<file path="config.mk">
export PLATFORM = sky130hd
export DESIGN_NAME = fifo_sync_param
export DESIGN_NICKNAME = d
export VERILOG_FILES = /design/src/rtl/fifo_pkg.sv /design/src/rtl/fifo_mem.sv /design/src/rtl/fifo_sync_param.sv
export SDC_FILE = /design/constraint.sdc
export NUM_CORES = 1
export LEC_CHECK = 0
export ABC_CLOCK_PERIOD_IN_PS = 3630
export CORE_MARGIN = 3
export CORE_UTILIZATION = 59
export DETAILED_ROUTE_END_ITERATION = 7
export GPL_ROUTABILITY_DRIVEN = 0
export PLACE_DENSITY_LB_ADDON = 0.25
export SLEW_MARGIN = 15
export SYNTH_ARGS = -nofsm -noshare
export SYNTH_HDL_FRONTEND = slang
export SYNTH_SLANG_ARGS = --single-unit
</file>
<file path="constraint.sdc">
create_clock -name clk -period 3.63 [get_ports clk]
set_input_delay 0.726 -clock clk [delete_from_list [all_inputs] [get_ports clk]]
set_output_delay 0.726 -clock clk [all_outputs]
set_load 0.02 [all_outputs]
</file>
<file path="src/rtl/fifo_pkg.sv">
// Shared FIFO constants and pointer-width helper, also used by the UART top.
package fifo_pkg;

    localparam int DEF_WIDTH     = 8;
    localparam int DEF_DEPTH     = 16;
    localparam int DEF_AE_THRESH = 2;
    localparam int DEF_AF_MARGIN = 2;

    // Address bits needed for a power-of-two DEPTH; pointers carry one extra wrap bit.
    function automatic int ptr_w(input int depth);
        return $clog2(depth);
    endfunction

endpackage

</file>
<file path="src/rtl/fifo_mem.sv">
// WIDTH x DEPTH simple dual-port storage: one synchronous write port, one asynchronous read port.
module fifo_mem
    import fifo_pkg::*;
#(
    parameter int WIDTH = DEF_WIDTH,
    parameter int DEPTH = DEF_DEPTH,
    parameter int AW    = ptr_w(DEPTH)
) (
    input  logic             clk,
    input  logic             we,
    input  logic [AW-1:0]    waddr,
    input  logic [WIDTH-1:0] wdata,
    input  logic [AW-1:0]    raddr,
    output logic [WIDTH-1:0] rdata
);

    logic [WIDTH-1:0] mem [DEPTH];

    always_ff @(posedge clk) begin
        if (we) begin
            mem[waddr] <= wdata;
        end
    end

    assign rdata = mem[raddr];

endmodule

</file>
<file path="src/rtl/fifo_sync_param.sv">
// Parametrised single-clock FIFO with thresholds and sticky error flags.
// Define FIFO_FWFT_EN for first-word-fall-through output; default is registered read.
module fifo_sync_param
    import fifo_pkg::*;
#(
    parameter int WIDTH     = DEF_WIDTH,
    parameter int DEPTH     = DEF_DEPTH,
    parameter int AF_THRESH = DEPTH - DEF_AF_MARGIN,
    parameter int AE_THRESH = DEF_AE_THRESH
) (
    input  logic                  clk,
    input  logic                  reset,
    input  logic                  wr_en,
    input  logic [WIDTH-1:0]      data_in,
    input  logic                  rd_en,
    output logic [WIDTH-1:0]      data_out,
    output logic                  data_valid,
    output logic                  full,
    output logic                  empty,
    output logic                  almost_full,
    output logic                  almost_empty,
    output logic [$clog2(DEPTH):0] level,
    output logic                  overflow,
    output logic                  underflow,
    input  logic                  err_clr
);

    localparam int PTR_W = ptr_w(DEPTH);

    logic [PTR_W:0]   wr_ptr;
    logic [PTR_W:0]   rd_ptr;
    logic [WIDTH-1:0] head;
    logic             rd_acc;
    logic             wr_acc;

    // Extra pointer MSB distinguishes full from empty; the subtraction wraps naturally.
    assign level        = wr_ptr - rd_ptr;
    assign empty        = (level == '0);
    assign full         = (level == (PTR_W + 1)'(DEPTH));
    assign almost_full  = (level >= (PTR_W + 1)'(AF_THRESH));
    assign almost_empty = (level <= (PTR_W + 1)'(AE_THRESH));

    assign rd_acc = rd_en & ~empty;
    assign wr_acc = wr_en & (~full | rd_acc);

    fifo_mem #(
        .WIDTH (WIDTH),
        .DEPTH (DEPTH),
        .AW    (PTR_W)
    ) u_mem (
        .clk   (clk),
        .we    (wr_acc),
        .waddr (wr_ptr[PTR_W-1:0]),
        .wdata (data_in),
        .raddr (rd_ptr[PTR_W-1:0]),
        .rdata (head)
    );

    // A rejection in the same cycle as err_clr keeps its flag set.
    always_ff @(posedge clk) begin
        if (reset) begin
            wr_ptr    <= '0;
            rd_ptr    <= '0;
            overflow  <= 1'b0;
            underflow <= 1'b0;
        end else begin
            if (wr_acc) wr_ptr <= wr_ptr + 1'b1;
            if (rd_acc) rd_ptr <= rd_ptr + 1'b1;
            overflow  <= (wr_en & ~wr_acc) | (overflow & ~err_clr);
            underflow <= (rd_en & ~rd_acc) | (underflow & ~err_clr);
        end
    end

`ifdef FIFO_FWFT_EN
    assign data_out   = head;
    assign data_valid = ~empty;
`else
    always_ff @(posedge clk) begin
        if (reset) begin
            data_out   <= '0;
            data_valid <= 1'b0;
        end else begin
            data_valid <= rd_acc;
            if (rd_acc) data_out <= head;
        end
    end
`endif

endmodule

</file>
# Word-level counts from Yosys, hierarchy flattened
# Memory sizes are Yosys's and may differ from the RTL's. A register that Yosys moved wholly into a read port is not among the register bits.
# Cells that the tools add are included.
[word_totals] word_cells=29 mem_bits_ro=0 ram_bits=128 latch_bits=0 ff_bits=13 n_memories=1 inputBits=13
[memory_table] memory="u_mem.mem" depth=16 width=8 read_ports=1 rd_clocked_by_memory_dff=1 write_ports=1 line_no="fifo_mem.sv:17" source="logic [WIDTH-1:0] mem [DEPTH];"
[op_classes] n_eq_ne=1 n_addsub=3 n_reduce_logical=1 n_shift=0 multipliers=0 div_mod_pow=0 bitwise_logic=14 magnitude_cmp=2 n_mux=2
[ops] op="5-bit by 1-bit adder with 5-bit output (second input constant)" n=2
[ops] op="1-bit AND" n=6
[ops] op="5-bit equality test (second input constant)" n=1
[ops] op="5-bit by 4-bit >= comparator with 1-bit output (second input constant)" n=1
[ops] op="5-bit by 2-bit <= comparator with 1-bit output (second input constant)" n=1
[ops] op="5-bit logical NOT" n=1
[ops] op="1-bit inverter" n=5
[ops] op="5-bit subtractor" n=1
[ops] op="1-bit OR" n=3
[ops] op="1-bit 2-to-1 mux" n=2

# Depth between registers and ports, before layout
[depth] ltp_word=9 mapped_depth=12

# Modules after synthesis
# From an unflattened synthesis, not the netlist that was laid out.
[hier_totals] cells_unflattened=378 area_unflattened_um2=6313.6
[by_module_without_submodules] module="fifo_mem" seq_area_each_um2=3843.7 area_each_um2=4987.3 cells_each=221 n_inst=1
[by_module_without_submodules] module="fifo_sync_param" seq_area_each_um2=420.4 area_each_um2=1326.3 cells_each=157 n_inst=1

# Least setup slack after synthesis
# Ideal clock, no wire load.
[synth_path] path_kind="reg-to-output" startpoint="register rd_ptr[2]" endpoint="output port almost_empty" stages_incl_launch_ff=9 arrival_ps=2959 setup_slack_ps=-55 cell_sequence="dfxtp_1 > buf_1 > inv_1 > ha_1 > nand2b_1 > a21oi_2 > xor2_2 > inv_2 > a2111oi_0"
[synth_between] elab_chain_cells=2
[synth_rtl] element="start: declaration" line_no="fifo_sync_param.sv:31" source="logic [PTR_W:0] rd_ptr;"
[synth_rtl] element="start signal: assignment" line_no="fifo_sync_param.sv:68" source="if (rd_acc) rd_ptr <= rd_ptr + 1'b1;"
[synth_rtl] element="5-bit subtractor" line_no="fifo_sync_param.sv:37" source="assign level = wr_ptr - rd_ptr;"
[synth_rtl] element="via level[4]" line_no="fifo_sync_param.sv:22" source="output logic [$clog2(DEPTH):0] level,"
[synth_rtl] element="5-bit by 2-bit <= comparator with 1-bit output" line_no="fifo_sync_param.sv:41" source="assign almost_empty = (level <= (PTR_W + 1)'(AE_THRESH));"
[synth_rtl] element="end: declaration" line_no="fifo_sync_param.sv:21" source="output logic almost_empty,"
# The timed path passes the listed nets, and every way through them passes these cells.

# Worst setup path in the final report
[layout_path] startpoint="register wr_ptr[0]" endpoint="output port empty"
[layout_between] elab_chain_cells=2
[layout_rtl] element="start: declaration" line_no="fifo_sync_param.sv:30" source="logic [PTR_W:0] wr_ptr;"
[layout_rtl] element="start signal: assignment" line_no="fifo_sync_param.sv:67" source="if (wr_acc) wr_ptr <= wr_ptr + 1'b1;"
[layout_rtl] element="5-bit subtractor" line_no="fifo_sync_param.sv:37"
[layout_rtl] element="5-bit logical NOT" line_no="fifo_sync_param.sv:38" source="assign empty = (level == '0);"
[layout_rtl] element="end: declaration" line_no="fifo_sync_param.sv:19" source="output logic empty,"
# Every way passes these cells.

==> flow_metrics.py <==
metrics = {
    "detailed_routing": {
        "detail-route-antenna-nets": 0,
        "wl_per_cell_um": 22.7,
        "vias": 3262,
        "routed_wl_um": 12100,
        "dr.first_iter.drc_count": 248,
        "drt_pre_antenna_iters": 4,
        "drc": 0,
        "drt-vias-per-instance": 6.14,
    },
    "floorplanning": {
        "fp.dieW_um": 107,
        "start_util_pct": 61.2,
        "dieArea_mm2": 0.0115,
        "placementRows": 36,
        "design.core.area_mm2": 0.00986,
        "die_h_um": 107,
        "ioPinCount": 33,
    },
    "power_and_ir_drop": {
        "pwr-share-seq_pct": 38.6,
        "p_leak_nw": 2.37,
        "power.density_mw_per_mm2": 727,
        "power_switching_w": 0.00159,
        "combPwrFrac_pct": 28.7,
        "p_total_w": 0.00515,
        "swShare_pct": 30.9,
        "p_int_w": 0.00355,
        "clkPwrFrac_pct": 32.7,
        "peakVddDrop_mv": 0.508,
    },
    "clock_network": {
        "numCtsBuffers": 17,
        "ctsLongestPathBuffers": 2,
        "clkLatencyLatePin_ns": 0.52,
        "cts_hold_buf": 0,
        "postCtsSetupRepairBufs": 0,
        "cts_root_buf": "clkbuf_8",
        "cts_tree": "done",
        "clkTransAtPathRegs_ns": 0.06,
        "cts.sinks": 149,
        "cts-htree-levels": 4,
    },
    "critical_path": {
        "crit_top_cell": "inv_1",
        "r2r-start": "wr_ptr[0]",
        "cp-end-kind": "output port",
        "start_kind": "register",
        "r2r_end": "u_mem.mem[7][0]",
        "crit_arrival_ns": 2.80,
        "worst_path_largest_cell_delay_ns": 0.51,
        "crit_required_ns": 2.90,
        "crit_path_top_delay_cell": "fa_1",
        "critPathKind": "reg -> out",
        "crit_fanout": 8,
        "regToRegSetupSlack_ns": 0.44,
        "path_cells": "inv_1 -> ha_1 -> fa_1 -> inv_1 -> nor4_4 -> mux2i_4 -> nor2_1 -> dlygate4sd2_1",
        "r2r_cells": 8,
    },
    "logic_synthesis": {
        "yosys-top-cells-area": "edfxtp_1 (64%), mux4_2 (11%), dfxtp_1 (7.0%)",
        "syn-cell-area_mm2": 0.00604,
        "syn-num-nets": 364,
        "ys_async_sr_fraction_pct": 0,
        "synth_area_per_cell_um2": 17.7,
        "yosysWarnings": 0,
        "synth-edff-count": 128,
        "synthesis.instances": 341,
        "synth_ff_type": "edfxtp_1",
        "synth_top_cell_by_area": "edfxtp_1",
        "ys_types": 48,
        "yosysTopAreaCellShare_pct": 63.7,
        "seq_area_frac_synth_pct": 70.6,
        "ys_seq_elements": 149,
    },
    "layout": {
        "multi_input_area_mm2": 0.00167,
        "syn2layout_area_growth_pct": 17.2,
        "num_antenna_cells": 0,
        "fin_cells": 531,
        "fillers": 575,
        "final_nets": 408,
        "seq_area_mm2": 0.00427,
        "drive_gt1_share_pct": 22.6,
    },
    "worst_hold_path": {
        "hp-start": "data_out[3]",
        "worstHoldPathCells": 2,
        "hold_path.class": "reg -> reg",
        "holdPathEnd": "data_out[3]",
    },
    "global_routing": {
        "grt_max_degree": 35,
        "grt_overflow": 0,
        "grt_first_pass_wirelength_um": 18400,
        "grt.total_usage_pct": 22.5,
        "grt_pass1_vias": 3289,
        "antenna_found_initial": 0,
    },
    "timing": {
        "fin_skew_ns": 0.00775,
        "period_needed_ns": 3.53,
        "maxClockFrequency_mhz": 284,
        "finalSetupViolCount": 0,
        "drv_slew": 0,
        "worst_pin_slew_ns": 0.954,
        "max-slew-margin-rel_pct": 36.3,
        "grt_setup_unrepaired": "true",
        "hold_viol": 0,
        "post-route-period-util_pct": 97.1,
    },
    "run": {
        "drv_cap": 0,
    },
    "run_status": {
        "status": "finished, final reports clean",
    },
    "placement": {
        "port_buffers": 32,
        "dp_hpwl_um": 7480,
        "placed_cells": 499,
    },
}
[sequential cells by signal, summed over array words and instances (netlist names)]
register / flops
u_mem.mem: 128
data_valid: 1
rd_ptr: 5
underflow: 1
data_out: 8
overflow: 1
wr_ptr: 5
[stage by stage]
stage	utilization [%]	hold slack, ns	TNS, ns	instance area, um2	worst slack (ns)
floorplan	-	0.470	0	6040	0.206
global placement	65.8	0.442	0	6490	0.226
detailed placement	65.8	0.449	0	6490	0.164
CTS	71.6	0.464	0	7070	0.0146
global route	71.7	0.477	-0.175	7080	-0.0878
finish	71.7	0.462	0	7080	0.105
[metal layers]
metal,vias to the layer above,wire [um],track usage [%]
met5,-,0,0
met4,0,216,7.85
met3,22,642,5.72
met2,114,6270,37.4
met1,1666,4950,29.2
li1,1460,-,-
[worst max-delay path by stage]
stage	from	to	slack [ns]	depth (start not counted)
after detailed placement	wr_ptr[0]	almost_empty	0.16	9
after global routing	wr_ptr[0]	empty	-0.09	8
after CTS	wr_ptr[0]	level[4]	0.01	8
after global placement	wr_ptr[0]	almost_empty	0.23	9
final	wr_ptr[0]	empty	0.10	8
after floorplan	rd_ptr[2]	almost_empty	0.21	8
[placed cells by master (no fill, tap or decap), drive strengths merged, types with 7 or more instances in the layout]
| cell type | instances |
|---|---|
| clkdlybuf4s50 | 27 |
| nand2 | 15 |
| nor2b | 7 |
| inv | 15 |
| edfxtp | 128 |
| buf | 7 |
| nor2 | 15 |
| or3 | 10 |
| mux4 | 30 |
| and3 | 14 |
| dfxtp | 21 |
| o22ai | 15 |
| clkbuf | 18 |
| ha | 9 |
| a21oi | 16 |
[layout make-up]
class / instances / share of cell area (%)
inverter: 8 / 0.424
sequential: 149 / 60.3
clock inverter: 14 / 2.30
tap: 133 / 2.35
clock buffer: 18 / 5.91
timing repair buffer: 38 / 5.11
multi-input combinational: 171 / 23.6
[cells by family (layout without fill, tap and decap cells)]
kind of cell               after synthesis  count (layout)  share of synthesized area (%)
DFF                                    149             149                           70.6
AOI/OAI and AO/OA                       45              45                           4.77
xor gates and xnor gates                 7               7                           1.26
adders and majority gates               10              10                           2.20
and+or+nand+nor                         71              71                           6.51
buffers and inverters                   21              78                           1.76
muxes                                   38              38                           12.9
[repair_timing]
item / in CTS / in global routing
endpoints found under the hold margin: 0 / 0
endpoints found under the setup margin: 4 / 5
pin swaps: 0 / 0
resized for setup: 8 / 4
[power by group through the flow]
stage | Combinational, W | Sequential, W | Clock, W
after detailed placement | 0.00150 | 0.00202 | 0
after CTS | 0.00147 | 0.00199 | 0.00171
after floorplan | 0.000990 | 0.00207 | 0
after global routing | 0.00159 | 0.00199 | 0.00178
after global placement | 0.00147 | 0.00202 | 0
final | 0.00148 | 0.00199 | 0.00168
[cell usage after synthesis, types with 2 or more instances]
cell type / n
ha_1: 9
and3_2: 4
mux2_2: 2
mux4_2: 30
nor3_1: 2
mux2i_1: 4
dfxtp_1: 21
o22ai_1: 15
buf_4: 2
nand3_1: 3
a21oi_1: 15
or3_1: 10
buf_1: 2
edfxtp_1: 128
nand2b_1: 2
and3_1: 9
inv_1: 7
buf_6: 2
o21ai_0: 4
clkbuf_1: 3
nor2_1: 14
buf_2: 4
xor2_1: 4
nand2_1: 15
nor2b_1: 7
[critical path, delay by kind of cell (launching register included)]
family,cells,cell delay (ns)
muxes,1,0.15
DFF,1,0.37
adders and majority gates,2,0.72
and+or+nand+nor,2,0.47
buffers and inverters,3,0.56
Power figures use the tool's default switching activity.
